`config.mk`:
```
export PLATFORM = sky130hd
export DESIGN_NAME = uart_frame_scheduler
export DESIGN_NICKNAME = d
export VERILOG_FILES = /design/src/rtl/uart_frame_scheduler.sv
export SDC_FILE = /design/constraint.sdc
export NUM_CORES = 1
export LEC_CHECK = 0
export BUFFER_PORTS_ARGS = -buffer_cell sky130_fd_sc_hd__buf_2
export CAP_MARGIN = 20
export CORE_MARGIN = 10
export CORE_UTILIZATION = 40
export CTS_CLUSTER_DIAMETER = 150
export DETAILED_ROUTE_END_ITERATION = 7
export PLACE_DENSITY = 0.69
export SETUP_SLACK_MARGIN = 0.02
export SYNTH_ARGS = -nofsm -noshare
export SYNTH_HDL_FRONTEND = slang
export SYNTH_SLANG_ARGS = --single-unit
```
`constraint.sdc`:
```
create_clock -name clk -period 3.75 [get_ports clk]
set_input_delay 0.75 -clock clk [delete_from_list [all_inputs] [get_ports clk]]
set_output_delay 0.75 -clock clk [all_outputs]
set_load 0.02 [all_outputs]
```
`src/rtl/uart_frame_scheduler.sv`:
```
// Round-robin scheduler: status reports, segment words and host FIFO bytes share one UART TX channel.
// Each grant is framed as AA TYPE LEN payload CHK and handed over byte by byte via tx_enable/tx_busy.
`timescale 1ns/1ps
module uart_frame_scheduler #(
  parameter int HOST_FIFO_DEPTH  = 16,
  parameter int HOST_MAX_PAYLOAD = 8
) (
  input  logic        clk,
  input  logic        rst_n,
  input  logic        status_evt,
  input  logic [31:0] status_pc,
  input  logic [31:0] status_cycles,
  input  logic        segment_ready,
  input  logic [31:0] segment_data,
  output logic        segment_ack,
  input  logic        host_wr_en,
  input  logic [7:0]  host_wr_data,
  output logic        host_full,
  output logic        host_overflow,
  output logic        tx_enable,
  output logic [7:0]  tx_data,
  input  logic        tx_busy,
  output logic        sched_busy,
  output logic [15:0] frames_sent,
  output logic [7:0]  status_dropped
);

  localparam int AW = (HOST_FIFO_DEPTH > 1) ? $clog2(HOST_FIFO_DEPTH) : 1;
  localparam int CW = AW + 1;
  localparam logic [1:0] SRC_STATUS = 2'd0;
  localparam logic [1:0] SRC_SEG    = 2'd1;
  localparam logic [1:0] SRC_HOST   = 2'd2;

  typedef enum logic [1:0] {IDLE, SEND, WAIT_ACK, WAIT_DONE} state_t;

  state_t        state_q, state_d;
  logic [7:0]    mem_q [HOST_FIFO_DEPTH];
  logic [AW-1:0] wptr_q, wptr_d, rptr_q, rptr_d;
  logic [CW-1:0] cnt_q, cnt_d;
  logic          ovf_q, ovf_d;
  logic          pend_q, pend_d;
  logic [63:0]   snap_q, snap_d, pay_q, pay_d;
  logic [7:0]    drop_q, drop_d, len_q, len_d, chk_q, chk_d;
  logic [1:0]    rr_q, rr_d, src_q, src_d, tmo_q, tmo_d;
  logic [8:0]    idx_q, idx_d;
  logic [15:0]   frames_q, frames_d;

  logic [2:0]    elig;
  logic          grant_vld, status_grant;
  logic [1:0]    grant_src, cand;
  logic [7:0]    host_len, grant_len, grant_type, type_byte, cur_byte;
  logic [8:0]    last_idx;
  logic          is_pay, push, pop;

  assign host_full  = (cnt_q == CW'(HOST_FIFO_DEPTH));
  assign elig       = {cnt_q != '0, segment_ready, pend_q};
  assign host_len   = (cnt_q > CW'(HOST_MAX_PAYLOAD)) ? 8'(HOST_MAX_PAYLOAD) : 8'(cnt_q);
  assign last_idx   = {1'b0, len_q} + 9'd3;
  assign is_pay     = (idx_q >= 9'd3) && (idx_q < last_idx);
  assign type_byte  = {6'd0, src_q} + 8'd1;
  assign grant_type = {6'd0, grant_src} + 8'd1;

  // Scan offsets from the far end so the requester closest to rr_q wins.
  always_comb begin
    grant_vld = 1'b0;
    grant_src = rr_q;
    cand      = rr_q;
    for (int k = 2; k >= 0; k--) begin
      cand = 2'((int'(rr_q) + k) % 3);
      if (elig[cand]) begin
        grant_vld = 1'b1;
        grant_src = cand;
      end
    end
  end

  always_comb begin
    grant_len = host_len;
    if (grant_src == SRC_STATUS)   grant_len = 8'd8;
    else if (grant_src == SRC_SEG) grant_len = 8'd4;
  end

  always_comb begin
    cur_byte = chk_q;
    if (idx_q == 9'd0)      cur_byte = 8'hAA;
    else if (idx_q == 9'd1) cur_byte = type_byte;
    else if (idx_q == 9'd2) cur_byte = len_q;
    else if (is_pay)        cur_byte = (src_q == SRC_HOST) ? mem_q[rptr_q] : pay_q[63:56];
  end

  assign tx_enable    = (state_q == SEND) && !tx_busy;
  assign tx_data      = tx_enable ? cur_byte : 8'h00;
  assign segment_ack  = (state_q == IDLE) && grant_vld && (grant_src == SRC_SEG);
  assign status_grant = (state_q == IDLE) && grant_vld && (grant_src == SRC_STATUS);
  assign pop          = tx_enable && is_pay && (src_q == SRC_HOST);
  // A pop in the same cycle frees the slot, so a write into a full FIFO still lands.
  assign push         = host_wr_en && (!host_full || pop);

  always_comb begin
    state_d  = state_q;
    wptr_d   = wptr_q;
    rptr_d   = rptr_q;
    cnt_d    = cnt_q + CW'(push) - CW'(pop);
    ovf_d    = ovf_q | (host_wr_en & ~push);
    pend_d   = pend_q;
    snap_d   = snap_q;
    drop_d   = drop_q;
    pay_d    = pay_q;
    len_d    = len_q;
    chk_d    = chk_q;
    rr_d     = rr_q;
    src_d    = src_q;
    tmo_d    = tmo_q;
    idx_d    = idx_q;
    frames_d = frames_q;

    if (push) wptr_d = wptr_q + 1'b1;
    if (pop)  rptr_d = rptr_q + 1'b1;

    // The in-flight frame works from pay_q, so snap_q is free to take a new event.
    if (status_evt) begin
      snap_d = {status_pc, status_cycles};
      pend_d = 1'b1;
      if (pend_q && !status_grant && drop_q != 8'hFF) drop_d = drop_q + 8'd1;
    end else if (status_grant) begin
      pend_d = 1'b0;
    end

    unique case (state_q)
      IDLE: begin
        if (grant_vld) begin
          state_d = SEND;
          src_d   = grant_src;
          rr_d    = (grant_src == SRC_HOST) ? SRC_STATUS : grant_src + 2'd1;
          idx_d   = 9'd0;
          tmo_d   = 2'd0;
          len_d   = grant_len;
          chk_d   = grant_type ^ grant_len;
          if (grant_src == SRC_STATUS)   pay_d = snap_q;
          else if (grant_src == SRC_SEG) pay_d = {segment_data, 32'h0};
        end
      end
      SEND: begin
        if (!tx_busy) begin
          state_d = WAIT_ACK;
          tmo_d   = 2'd0;
          if (is_pay) begin
            chk_d = chk_q ^ cur_byte;
            pay_d = {pay_q[55:0], 8'h00};
          end
        end
      end
      WAIT_ACK: begin
        if (tx_busy || tmo_q == 2'd3) state_d = WAIT_DONE;
        else                          tmo_d   = tmo_q + 2'd1;
      end
      WAIT_DONE: begin
        if (!tx_busy) begin
          if (idx_q == last_idx) begin
            state_d  = IDLE;
            frames_d = frames_q + 16'd1;
          end else begin
            state_d = SEND;
            idx_d   = idx_q + 9'd1;
          end
        end
      end
      default: state_d = IDLE;
    endcase
  end

  always_ff @(posedge clk) begin
    if (push) mem_q[wptr_q] <= host_wr_data;
  end

  always_ff @(posedge clk or negedge rst_n) begin
    if (!rst_n) begin
      state_q  <= IDLE;
      wptr_q   <= '0;
      rptr_q   <= '0;
      cnt_q    <= '0;
      ovf_q    <= 1'b0;
      pend_q   <= 1'b0;
      snap_q   <= '0;
      drop_q   <= '0;
      pay_q    <= '0;
      len_q    <= '0;
      chk_q    <= '0;
      rr_q     <= SRC_STATUS;
      src_q    <= SRC_STATUS;
      tmo_q    <= '0;
      idx_q    <= '0;
      frames_q <= '0;
    end else begin
      state_q  <= state_d;
      wptr_q   <= wptr_d;
      rptr_q   <= rptr_d;
      cnt_q    <= cnt_d;
      ovf_q    <= ovf_d;
      pend_q   <= pend_d;
      snap_q   <= snap_d;
      drop_q   <= drop_d;
      pay_q    <= pay_d;
      len_q    <= len_d;
      chk_q    <= chk_d;
      rr_q     <= rr_d;
      src_q    <= src_d;
      tmo_q    <= tmo_d;
      idx_q    <= idx_d;
      frames_q <= frames_d;
    end
  end

  assign host_overflow  = ovf_q;
  assign sched_busy     = (state_q != IDLE);
  assign frames_sent    = frames_q;
  assign status_dropped = drop_q;

endmodule

```
# == Word level (Yosys, flattened, before mapping) ==
# Memory sizes are Yosys's and may differ from the RTL's.
# Index checks and enable logic that the tools add are counted.
# totals
output_inout_bits,37
wordCells,148
n_memories,1
reg_bits,200
ramBits,128
# mem_list
name,depth,word_bits,read_ports,rd_ports_with_merged_regs,wr,line_no,source
mem_q,16,8,1,0,1,37,logic [7:0] mem_q [HOST_FIFO_DEPTH];
# classes
bitwise,6
eq_ne,20
addsub,14
n_lt_le_gt_ge,6
div,3
mux,50
n_reduce_logical,32
# op_table
op,count
$mux 64,5
$pmux 64 s2,1
$mux 8,9
$mod 32x3->32 const B,2
$mod 3x3->32 const B,1
$mux 9,3
$mux 2,11
$pmux 9 s2,1
$add 16x1->16 const B,1
$pmux 8 s2,1
$reduce_and 4->1,4
$mux 5,3
$ne 2x2->1 const B,7
$mux 1,11
$eq 2x2->1 const B,5
$logic_and 1x1->1,10
$add 2x1->3 const B,3
$add 8x2->9 const B,1
$add 9x1->9 const B,1
$eq 9x1->1 const B,1
$eq 9x2->1 const B,1
$eq 9x9->1,1
$ge 9x2->1 const B,1
$logic_not 9->1,1
other kinds (30),46

# == Longest topological paths before layout ==
# Gate-level depths: netlist of the first run.
# depth
depth_word,13
ltp_mapped,18
depth_no_buf,17

# == Worst setup path before layout of the first run ==
# OpenSTA, ideal clock, no wires.
# synth_path
kind,reg-to-output
start,reg len_q[0]
end,out tx_data[0]
n_path_buf,0
path_stages_with_launch,12
arrival_ps,2752
path_slack_ps,248
required_time_ps,3000
cell_sequence,dfrtp_1 -> inv_1 -> ha_1 -> nor2_1 -> xnor2_1 -> ha_1 -> and2_1 -> a221oi_2 -> nand3_2 -> or4_4 -> and2_1 -> nor2_1
# synth_between
elab_chain_cells,8
# synth_rtl
element,line_no,source
"start, declared",43,"logic [7:0] drop_q, drop_d, len_q, len_d, chk_q, chk_d;"
"start signal, assigned",204,len_q <= len_d;
$add 8x2->9,58,"assign last_idx = {1'b0, len_q} + 9'd3;"
$lt 9x9->1,59,assign is_pay = (idx_q >= 9'd3) && (idx_q < last_idx);
$logic_and 1x1->1,59,
$mux 8,88,else if (is_pay) cur_byte = (src_q == SRC_HOST) ? mem_q[rptr_q] : pay_q[63:56];
$mux 8 (*),87,else if (idx_q == 9'd2) cur_byte = len_q;
$mux 8 (*),86,else if (idx_q == 9'd1) cur_byte = type_byte;
$mux 8 (*),85,if (idx_q == 9'd0) cur_byte = 8'hAA;
$mux 8 (*),92,assign tx_data = tx_enable ? cur_byte : 8'h00;
"end, declared",21,"output logic [7:0] tx_data,"
# Every way passes the cells marked *; elsewhere a longest branch is shown, timed or not.

# == Worst setup path in the final report of the first run ==
# layout_path
start,reg len_q[0]
end,out tx_data[4]
# layout_between
elab_chain_cells,8
# layout_rtl
element,line_no
$add 8x2->9,58
$lt 9x9->1,59
$logic_and 1x1->1,59
$mux 8,88
$mux 8,87
$mux 8,86
$mux 8,85
$mux 8,92
# Every way passes these cells.

==> results.md, run 1 <==
- Setup CP Type: register to output pin
- Sequential area share after synthesis: 0.584
- DR WL/cell: 18.7 um
- Register area: 8780 um2
- Max clock buf depth: 3
- Part of the power in registers: 0.362
- Post-Place Cells: 1867
- Total Wirelength: 36600 um
- Combinational share of power: 0.368
- CTS clk-pin slew, worst paths: 0.05 ns
- Dpl hpwl: 25800 um
- CP startpoint kind: register
- Synth Area in XOR/XNOR: 0.0210
- Reg-to-reg endpoint: cnt_q[4]
- FF-to-FF setup slack: 0.09 ns
- Final non-filler cell area: 18200 um2
- Post-DRT Antenna Nets: 0
- Die Width: 214 um
- FF+latch count, synth: 325
- Nets: 1571
- Gr usage total: 0.158
- Pwr/cell area: 752 nW/um2
- Htree depth: 2
- Total CTS buffers: 37
- Pre-antenna DRT Iters: 5
- Worst slack, placed: -0.0104 ns
- Skew final: 0.0116 ns
- Final non-filler cell total: 1957
- Complex-gate fraction of the synthesized area: 0.114
- Placer Congestion: 0.893
- Clock root cell: clkbuf_16
- Largest family of logic cells by synthesized area: multiplexers
- Post-synth cell types: 73
- Core footprint: 36900 um2
- RR Startpoint: len_q[1]
- Most numerous cell on the critical path: buf_6
- Switch Pwr: 4.99 mW
- Period Utilization, post-route: 1.06
- # IOs: 147
- Crit-path max FO: 5
- Slowest stage delay, CP: 0.38 ns
- Worst path depth: 12
- Slew HR: 0.403
- Met1 WL: 15400 um
- GRT Residual Overflow: 0
- Violated checks: setup timing
- Final hold vios: 0
- Post-Synth Simple-Gate Area: 0.0967
- Initial Utilization: 0.407
- R2r worst-path depth: 19
- Area grow syn2layout: 20.8%
- Critical Path Start: len_q[0]
- Mean Syn Cell Area: 12.2 um2
- Multiplexer share of the synthesized area: 0.123
- Largest net degree at the start of global routing: 89
- CTS hold repair buffers: 0
- Share of cells above drive strength 1: 0.288
- Worst-skew pair later-pin latency: 0.54 ns
- Synth Area in Adders: 0.0328
- CP endpoint kind: output pin
- Via-to-Cell Ratio: 5.32
- EDFF count, synth: 128
- Crit path required time: 3.00 ns
- Yosys Warn Count: 0
- CTS Sinks: 325
- Pint: 8.66 mW
- Max layer used: met4
- Syn Inst Count: 1236
- Critical-path cell list: buf_6, o21ai_2, xor2_1, ha_1, a21o_1, a221oi_4, and3_4, buf_6, nand2_4, o221a_1, nor2_1, buf_4
- Mapped Area: 15000 um2
- Leak pwr: 7.54 nW
- Post-synth top flop: dfrtp_1
- Total chip power: 13.7 mW
- Metal2 WL: 18300 um
- Drt drc: 0
- Max-cap violations: 0
- Multi-input logic area: 6010 um2
- Clock power frac: 0.270
- Total number of vias: 10400
- RSZ-0062 raised after global routing: yes
- Crit path time final: 3.98 ns
- Row count: 70
- Final setup vio count: 8
- CP arrival: 3.23 ns
- Initial drt markers: 801
- Worst Path Buf+Inv: 3
- Initial antenna violation count: 1
- F_max: 252 MHz
- Crit path capture: tx_data[4]
- Outcome: complete, but fails checks
- Routed length on met3: 2050 um
- Slowest-stage cell, CP: dfrtp_1
- Die height: 214 um
- First-pass GRT wire length: 57100 um
- Setup ws final: -0.225 ns
- CTS tree: done
- Port buffer count: 146
- Max-slew violations: 0
- Fill cell count: 3246
- CP top delay family: compound AO/OA/AOI/OAI gates
- Fin util: 0.492
- FFs w/ async S/R, synth: 0.606
- Syn Nets: 1384
- Vias in the first global route: 10500
- Hold Crit Class: primary input to asynchronous set/reset pin
- Net Sw Frac: 0.366
- Worst VDD drop: 0.455 mV
- Die ar.: 45700 um2
- Area after DPL: 16500 um2
- Slew of the pin with the lowest slew margin: 0.886 ns
==> final cells by class <==
class	count	area share
well taps	504	0.0347
clock buffers	46	0.0556
repair buffers	213	0.0744
inverters	36	0.00744
flip-flops and latches	325	0.484
diodes	1	0.000138
multi-input cells	810	0.331
clock inverters	22	0.0134
==> placed cells by master, fill, tap and decap left out, types with 5 or more instances in the layout <==
master and n:
nand4_1 8, o22ai_1 7, dfrtp_1 195, buf_2 136, nor3_1 12, buf_6 6
o21ai_0 81, buf_4 65, mux2_2 67, ha_1 31, nand3_1 21, o221ai_1 9
clkinv_2 9, mux4_2 22, xnor2_1 22, inv_1 34, and3_1 8, nand2_1 138
clkbuf_8 6, or3_1 6, a21oi_1 62, a31oi_1 6, edfxtp_1 128, buf_12 5
and2_1 6, clkbuf_16 37, ha_2 5, o31ai_1 8, o21ai_1 23, nor4_1 6
a22oi_1 26, mux2i_1 59, a21o_1 7, xor2_1 14, nor2_1 71
==> metal layers <==
metal,vias to the layer above,track usage
li1,4909,-
met4,0,0.0491
met5,-,0
met1,5188,0.198
met2,246,0.264
met3,62,0.0365
==> what timing repair did <==
action,CTS,global route
pin swaps,16,25
buffers inserted,9,12
setup endpoints to repair,9,10
resized for setup,38,20
==> cell families after synthesis <==
kind of cell    Yosys count
fa+ha+maj                39
buf+inv                 101
mux                     148
flops                   325
simple gates            315
xor+xnor                 36
compound gates          272
==> metrics by stage <==
step                TNS (ns)  hold slack [ns]
finish                 -1.44            0.218
global route           -3.35            0.271
CTS                    -1.14            0.260
detailed placement   -0.0104            0.458
global placement           0            0.449
floorplan                  0            0.450
==> synth_stat cells (all sizes together), types with 5 or more instances <==
master	instances	area (um2)
dfrtp	197	4930
nand2	139	524
edfxtp	128	3840
o21ai	106	534
nor2	76	285
mux2	67	754
a21oi	64	324
mux2i	59	591
clkbuf	42	158
ha	37	463
inv	36	135
a22oi	28	210
nand3	24	138
buf	23	151
mux4	22	495
xnor2	22	193
xor2	14	123
nor3	12	60.1
and2	10	62.6
and3	10	62.6
o221ai	9	78.8
nand4	8	50.1
o31ai	8	60.1
a21o	7	52.6
a31oi	7	43.8
o22ai	7	43.8
or3	7	43.8
a211oi	6	50.1
nor4	6	37.5
a221oi	5	50.0
==> state kept, by name (all words and copies together) (netlist names) <==
name            cells
idx_q               9
tmo_q               2
pay_q              64
cnt_q               5
rr_q                2
status_dropped      8
snap_q             64
host_overflow       1
src_q               2
chk_q               8
frames_sent        16
len_q               5
rptr_q              4
state_q             2
pend_q              1
mem_q             128
wptr_q              4
==> worst reg2reg max path, stage by stage (launching register included) <==
cell and delay [ns]:
dfrtp_1 0.41, inv_1 0.07, ha_2 0.18, buf_4 0.13, xor2_1 0.13, ha_1 0.31, nand3_2 0.10, or3_4 0.43
and3_4 0.19, buf_6 0.12, buf_4 0.13, nand3_4 0.12, or2_4 0.15, o21ai_1 0.06, ha_2 0.22, fa_2 0.38
a21oi_2 0.15, nor2_1 0.05, nor2_1 0.12, xor2_1 0.14
==> power by group through the flow <==
stage / clock, mW / sequential, mW / combinational (mW)
after global placement: 0 / 4.95 / 4.67
after CTS: 3.76 / 4.93 / 4.93
after global routing: 3.93 / 5.03 / 5.59
final: 3.69 / 4.94 / 5.03
after floorplan: 0 / 4.84 / 3.48
after detailed placement: 0 / 4.98 / 4.76
==> how the worst min path moves through the flow <==
| stage | endpoint | depth (start not counted) | start | slack (ns) |
|---|---|---|---|---|
| after floorplan | chk_q[0] | 0 | rst_n | 0.45 |
| after global placement | host_overflow | 1 | host_overflow | 0.45 |
| after detailed placement | host_overflow | 1 | host_overflow | 0.46 |
| after CTS | rptr_q[0] | 1 | rst_n | 0.26 |
| after global routing | frames_sent[15] | 1 | rst_n | 0.27 |
| final | frames_sent[14] | 1 | rst_n | 0.22 |
No activity file was read; power rests on OpenSTA's default activity.
==> run 2, diff against run 1 <==
PLACE_DENSITY = 0.71   (was 0.69)
SLEW_MARGIN = 20   (was unset)
clock period = 3.4 ns   (was 3.75 ns; I/O delays follow)
==> run 2 against run 1 <==
  * The run still ends with setup timing left
  * First-iteration DRC count grew 16%
  * Count of clock-buffer cells in the layout grew 7
  * Final area grew 3.2%
  * Total power grew 15%
  * Via count rose by 2.1%
  * Sequential share of layout area shrank 1.5 points
  * Die area unchanged
  * Worst hold slack worse by 0.027 ns
  * Non-clock buffer count rose by 34
  * Combinational power rose by 23%
==> results.md, run 2 (synthesized netlist as in run 1, its figures left out) <==
- Final non-filler cell area: 18700 um2 (+3.2%)
- Max-cap violations: 0 (unchanged)
- Area grow syn2layout: 24.7%
- Crit path required time: 2.72 ns (-0.28 ns)
- Worst VDD drop: 0.511 mV (+12%)
- Initial antenna violation count: 1 (unchanged)
- Most numerous cell on the critical path: buf_4
- Gr usage total: 0.163 (+0.00583)
- Slew HR: 0.399 (-0.00456)
- Placer Congestion: 0.889 (-0.43%)
- Final non-filler cell total: 1989 (+1.6%)
- First-pass GRT wire length: 60000 um (+5.0%)
- Initial drt markers: 933 (+16%)
- CP arrival: 3.16 ns (-0.07 ns)
- Slew of the pin with the lowest slew margin: 0.896 ns (+0.0102 ns)
- CP top delay family: compound AO/OA/AOI/OAI gates
- CTS clk-pin slew, worst paths: 0.06 ns (about the same)
- Initial Utilization: 0.407 (unchanged)
- Period Utilization, post-route: 1.13
- CP endpoint kind: output pin
- Clock root cell: clkbuf_16
- Worst path depth: 12 (unchanged)
- Row count: 70 (unchanged)
- Hold Crit Class: primary input to asynchronous set/reset pin
- Total Neg Setup Slack: -10.04 ns (-8.61 ns)
- Die ar.: 45700 um2 (unchanged)
- Core footprint: 36900 um2 (unchanged)
- Setup CP Type: register to output pin
- Vias in the first global route: 11000 (+4.1%)
- Crit path capture: tx_data[4]
- # IOs: 147 (unchanged)
- Critical-path cell list: buf_4, o21ai_2, xor2_1, ha_1, a21o_1, a221oi_4, and3_4, buf_6, nand2_8, o221a_1, nor2_1, buf_4
- Most common cell after layout, fill and taps aside: dfrtp_1
- Slowest stage delay, CP: 0.40 ns (+0.02 ns)
- Die Width: 214 um (unchanged)
- Share of cells above drive strength 1: 0.318 (+0.0302)
- R2r worst-path depth: 18 (-1)
- CP startpoint kind: register
- DR WL/cell: 19.1 um (+1.8%)
- Total Wirelength: 37900 um (+3.5%)
- Largest register by flop count: mem_q
- Largest net degree at the start of global routing: 86 (-3.4%)
- Commonest cells after routing, fill and taps aside: dfrtp_1, buf_2, nand2_1, edfxtp_1, o21ai_0
- Final hold vios: 0 (unchanged)
- Final setup vio count: 116 (+108)
- CTS tree: done
- Die height: 214 um (unchanged)
- Via-to-Cell Ratio: 5.34 (+0.46%)
- CTS Sinks: 325 (unchanged)
- Worst slack, placed: -0.308 ns (-0.297 ns)
- Total CTS buffers: 36 (-2.7%)
- GRT Residual Overflow: 0 (unchanged)
- Pre-antenna DRT Iters: 5 (unchanged)
- CTS hold repair buffers: 0 (unchanged)
- Total number of vias: 10600 (+2.1%)
- RSZ-0062 raised after global routing: yes
- Htree depth: 2 (unchanged)
- Setup ws final: -0.440 ns (-0.215 ns)
- Post-Place Cells: 1895 (+1.5%)
- Max reg flops: 128 (unchanged)
- Pwr/cell area: 835 nW/um2 (+11%)
- Leak pwr: 7.74 nW (+2.6%)
- Area after DPL: 16800 um2 (+1.8%)
- Reg-to-reg endpoint: cnt_q[4]
- Dpl hpwl: 26000 um (+0.87%)
- Violated checks: setup timing
- Critical Path Start: len_q[1]
- RR Startpoint: len_q[1]
- Port buffer count: 146 (unchanged)
- F_max: 260 MHz
- Hold slack: 0.191 ns (-0.0266 ns)
- Max-slew violations: 0 (unchanged)
- FF-to-FF setup slack: -0.17 ns (-0.26 ns)
- Nets: 1604 (+2.1%)
- Slowest-stage cell, CP: dfrtp_1
- Post-DRT Antenna Nets: 0 (unchanged)
- Crit path time final: 3.84 ns
- Regs by FF count: mem_q (128), pay_q (64), snap_q (64)
- Max clock buf depth: 3 (unchanged)
- Crit-path max FO: 6 (+1)
- Worst-skew pair later-pin latency: 0.53 ns (about the same)
- Worst Path Buf+Inv: 3 (unchanged)
- Outcome: complete, but fails checks
- Drt drc: 0 (unchanged)
- Skew final: 0.0234 ns (+0.0118 ns)
run 2: cell types whose count changed in the layout (fill, tap and decap cells not counted), moves of 4 or more:
cell      change
buf_6        +18
clkinv_2      -7
buf_4        +13
nor4_1        -4
nor3_4        +4
nor3_1        -5
ha_4          +4
clkbuf_1      +6
nor4_4        +4
run 2: worst min-delay path by stage:
| stage | end | depth (start not counted) | slack (ns) |
|---|---|---|---|
| floorplan | chk_q[0] | 0 | 0.38 |
| global placement | frames_sent[15] | 1 | 0.46 |
| detailed placement | frames_sent[15] | 1 | 0.46 |
| CTS | frames_sent[11] | 1 | 0.21 |
| global route | frames_sent[11] | 1 | 0.23 |
| finish | frames_sent[11] | 1 | 0.19 |
run 2: power breakdown:
| group | internal, mW | switching [mW] | total [mW] |
|---|---|---|---|
| Clock | 2.36 | 1.59 | 3.96 |
| Combinational | 2.61 | 3.59 | 6.20 |
| Sequential | 4.86 | 0.633 | 5.49 |
| Total | 9.83 | 5.82 | 15.6 |
run 2: stage by stage:
| step | util | power, mW |
|---|---|---|
| final | 0.508 | 15.6 |
| after global routing | 0.508 | 16.6 |
| after CTS | 0.503 | 15.5 |
| after detailed placement | 0.456 | 11.0 |
| after global placement | 0.456 | 10.9 |
| after floorplan | - | 9.19 |
run 2: repair_timing:
item                                    4_1_cts  5_1_grt
gates resized for setup                      79       41
buffers inserted                             24        6
pin swaps                                    36       22
endpoints found under the setup margin      141      143
run 2: layout make-up:
type	instances	area, um2
clock inverters	13	173
multi-input cells	810	6280
clock buffers	53	1030
fillers	3142	18100
well taps	504	631
repair buffers	247	1710
flip-flops and latches	325	8770
inverters	36	135
diodes	1	2.50
run 2: metal layers:
metal	track usage	routed length, um
met4	0.0560	1140
met2	0.269	18700
met5	0	0
met1	0.215	16200
met3	0.0267	1900
==> run 3, diff against run 2 <==
PLACE_DENSITY = unset   (was 0.71)
==> run 3 against run 2 <==
  * The run still ends with setup timing left
  * First-iteration DRC count down 33%
  * Clock power up 4%
  * Die area unchanged
  * Utilization about the same
  * Largest cell class unchanged
  * Sequential power about the same
  * Setup slack worse by 0.078 ns
  * Via count down 2.4%
  * Count of clock-buffer cells in the layout down 2
  * Routed wire length down 1.2%
  * Fmax down 2.0%
==> results.md, run 3 (synthesized netlist as in run 1, its figures left out) <==
- Outcome: complete, but fails checks
- Violated checks: setup timing
- Commonest cells after routing, fill and taps aside: dfrtp_1, buf_2, nand2_1, edfxtp_1, o21ai_0
- Routed length on met3: 1970 um (+3.7%)
- Skew final: 0.0198 ns (-0.00357 ns)
- Metal2 WL: 17900 um (-4.3%)
- Slew of the pin with the lowest slew margin: 0.884 ns (-0.0120 ns)
- Crit path required time: 2.72 ns (about the same)
- Slowest-stage cell, CP: or3_4
- Max clock buf depth: 3 (unchanged)
- CP startpoint kind: register
- DR WL/cell: 18.8 um (-1.3%)
- Nets: 1606 (+0.12%)
- Drt drc: 0 (unchanged)
- Total number of vias: 10400 (-2.4%)
- Worst-skew pair later-pin latency: 0.54 ns (about the same)
- RSZ-0062 raised after global routing: yes
- Final non-filler cell total: 1990 (+0.050%)
- Port buffer count: 146 (unchanged)
- Final setup vio count: 113 (-2.6%)
- # IOs: 147 (unchanged)
- CP arrival: 3.24 ns (+0.08 ns)
- Pwr/cell area: 837 nW/um2 (+0.21%)
- Max-cap violations: 0 (unchanged)
- Final non-filler cell area: 18700 um2 (about the same)
- Htree depth: 2 (unchanged)
- Initial drt markers: 626 (-33%)
- First-pass GRT wire length: 59100 um (-1.5%)
- Final hold vios: 0 (unchanged)
- Vias in the first global route: 10700 (-2.7%)
- Die ar.: 45700 um2 (unchanged)
- Met1 WL: 16800 um (+3.5%)
- Worst VDD drop: 0.400 mV (-22%)
- Gr usage total: 0.163 (-0.000303)
- Dpl hpwl: 26000 um (-0.20%)
- Total CTS buffers: 37 (+2.8%)
- Die Width: 214 um (unchanged)
- F_max: 255 MHz (-2.0%)
- Pre-antenna DRT Iters: 5 (unchanged)
- Largest net degree at the start of global routing: 75 (-13%)
- Total Neg Setup Slack: -9.66 ns (+0.386 ns)
- Initial Utilization: 0.407 (unchanged)
- Critical-path cell list: inv_2, ha_4, buf_6, xor2_2, ha_1, nand3_2, or3_4, buf_6, nand3_2, buf_6, a2111oi_4, o32a_2, nor2_2, buf_6
- Initial antenna violation count: 1 (unchanged)
- Crit-path max FO: 5 (-1)
- Clock root cell: clkbuf_16
- GRT Residual Overflow: 0 (unchanged)
- Slew HR: 0.411 (+0.0120)
- Die height: 214 um (unchanged)
- Via-to-Cell Ratio: 5.21 (-2.4%)
- Max-slew violations: 0 (unchanged)
- CP endpoint kind: output pin
- Leak pwr: 7.77 nW (+0.45%)
- CTS tree: done
- Most common cell after layout, fill and taps aside: dfrtp_1
- CTS Sinks: 325 (unchanged)
- Hold slack: 0.152 ns (-0.0399 ns)
- Total chip power: 15.7 mW (+0.23%)
- Most numerous cell on the critical path: buf_6
- Slowest stage delay, CP: 0.40 ns (about the same)
- Fin util: 0.508 (about the same)
- Largest register by flop count: mem_q
- Regs by FF count: mem_q (128), pay_q (64), snap_q (64)
- Core footprint: 36900 um2 (unchanged)
- Worst slack, placed: -0.182 ns (+0.126 ns)
- Worst Path Buf+Inv: 5 (+2)
- Setup ws final: -0.519 ns (-0.0785 ns)
- Max layer used: met5
- Row count: 70 (unchanged)
- Crit path time final: 3.92 ns (+0.0785 ns)
- Post-Place Cells: 1895 (unchanged)
- Post-DRT Antenna Nets: 0 (unchanged)
- CTS clk-pin slew, worst paths: 0.06 ns (about the same)
- Area after DPL: 16800 um2 (about the same)
- Setup CP Type: register to output pin
- Hold Crit Class: primary input to asynchronous set/reset pin
- Area grow syn2layout: 24.8% (about the same)
- CP top delay family: simple AND/OR/NAND/NOR gates
- Total Wirelength: 37500 um (-1.2%)
- Period Utilization, post-route: 1.15 (+0.0231)
- Number of diodes: 0 (-1)
- Placer Congestion: 0.857 (-3.6%)
- Max reg flops: 128 (unchanged)
- Share of cells above drive strength 1: 0.327 (+0.00899)
==> run 3: worst paths after layout <==
check	from	endpoint	slack, ns	cells past startpoint
min reg2reg	frames_sent[15]	frames_sent[15]	0.46	1
max in group asynchronous	rst_n	pay_q[55]	2.38	2
max	len_q[0]	tx_data[1]	-0.52	14
min in group clk	status_pc[0]	snap_q[32]	0.37	2
max reg2reg	len_q[0]	cnt_q[4]	-0.26	20
min	rst_n	rptr_q[3]	0.15	1
==> run 3: layout make-up <==
class                           instances  area [um2]
Clock inverter                         16         190
Sequential cell                       325        8770
Clock buffer                           51        1090
Multi-Input combinational cell        810        6220
Inverter                               36         135
Fill cell                            3278       18100
Timing Repair Buffer                  248        1700
Tap cell                              504         631
==> run 3: layer usage <==
metal | global-route usage | vias to the layer above
met5 | 0 | -
met4 | 0.0486 | 2
met3 | 0.0353 | 63
met2 | 0.259 | 229
met1 | 0.220 | 5108
li1 | - | 4971
==> run 3: repair_timing <==
item,in CTS,in global routing
setup buffers,18,15
resized for setup,53,56
endpoints found under the setup margin,123,143
pin swaps,21,29
hold buffers,0,0
==> run 3: worst reg2reg max path: cells and delay by family (launching register included) <==
| family | cells | cell delay (ns) |
|---|---|---|
| adder cells (fa/ha/maj) | 4 | 1.08 |
| buffers and inverters | 5 | 0.50 |
| AO/OA/AOI/OAI | 2 | 0.21 |
| flip-flops | 1 | 0.37 |
| XOR/XNOR | 2 | 0.28 |
| AND/OR/NAND/NOR | 7 | 1.14 |
==> run 3: where the power goes <==
group	internal [mW]	switching (mW)	leakage (nW)	total (mW)
Clock	2.49	1.62	0.638	4.12
Sequential	4.86	0.614	3.63	5.48
Combinational	2.61	3.49	3.51	6.09
Total	9.96	5.72	7.77	15.7
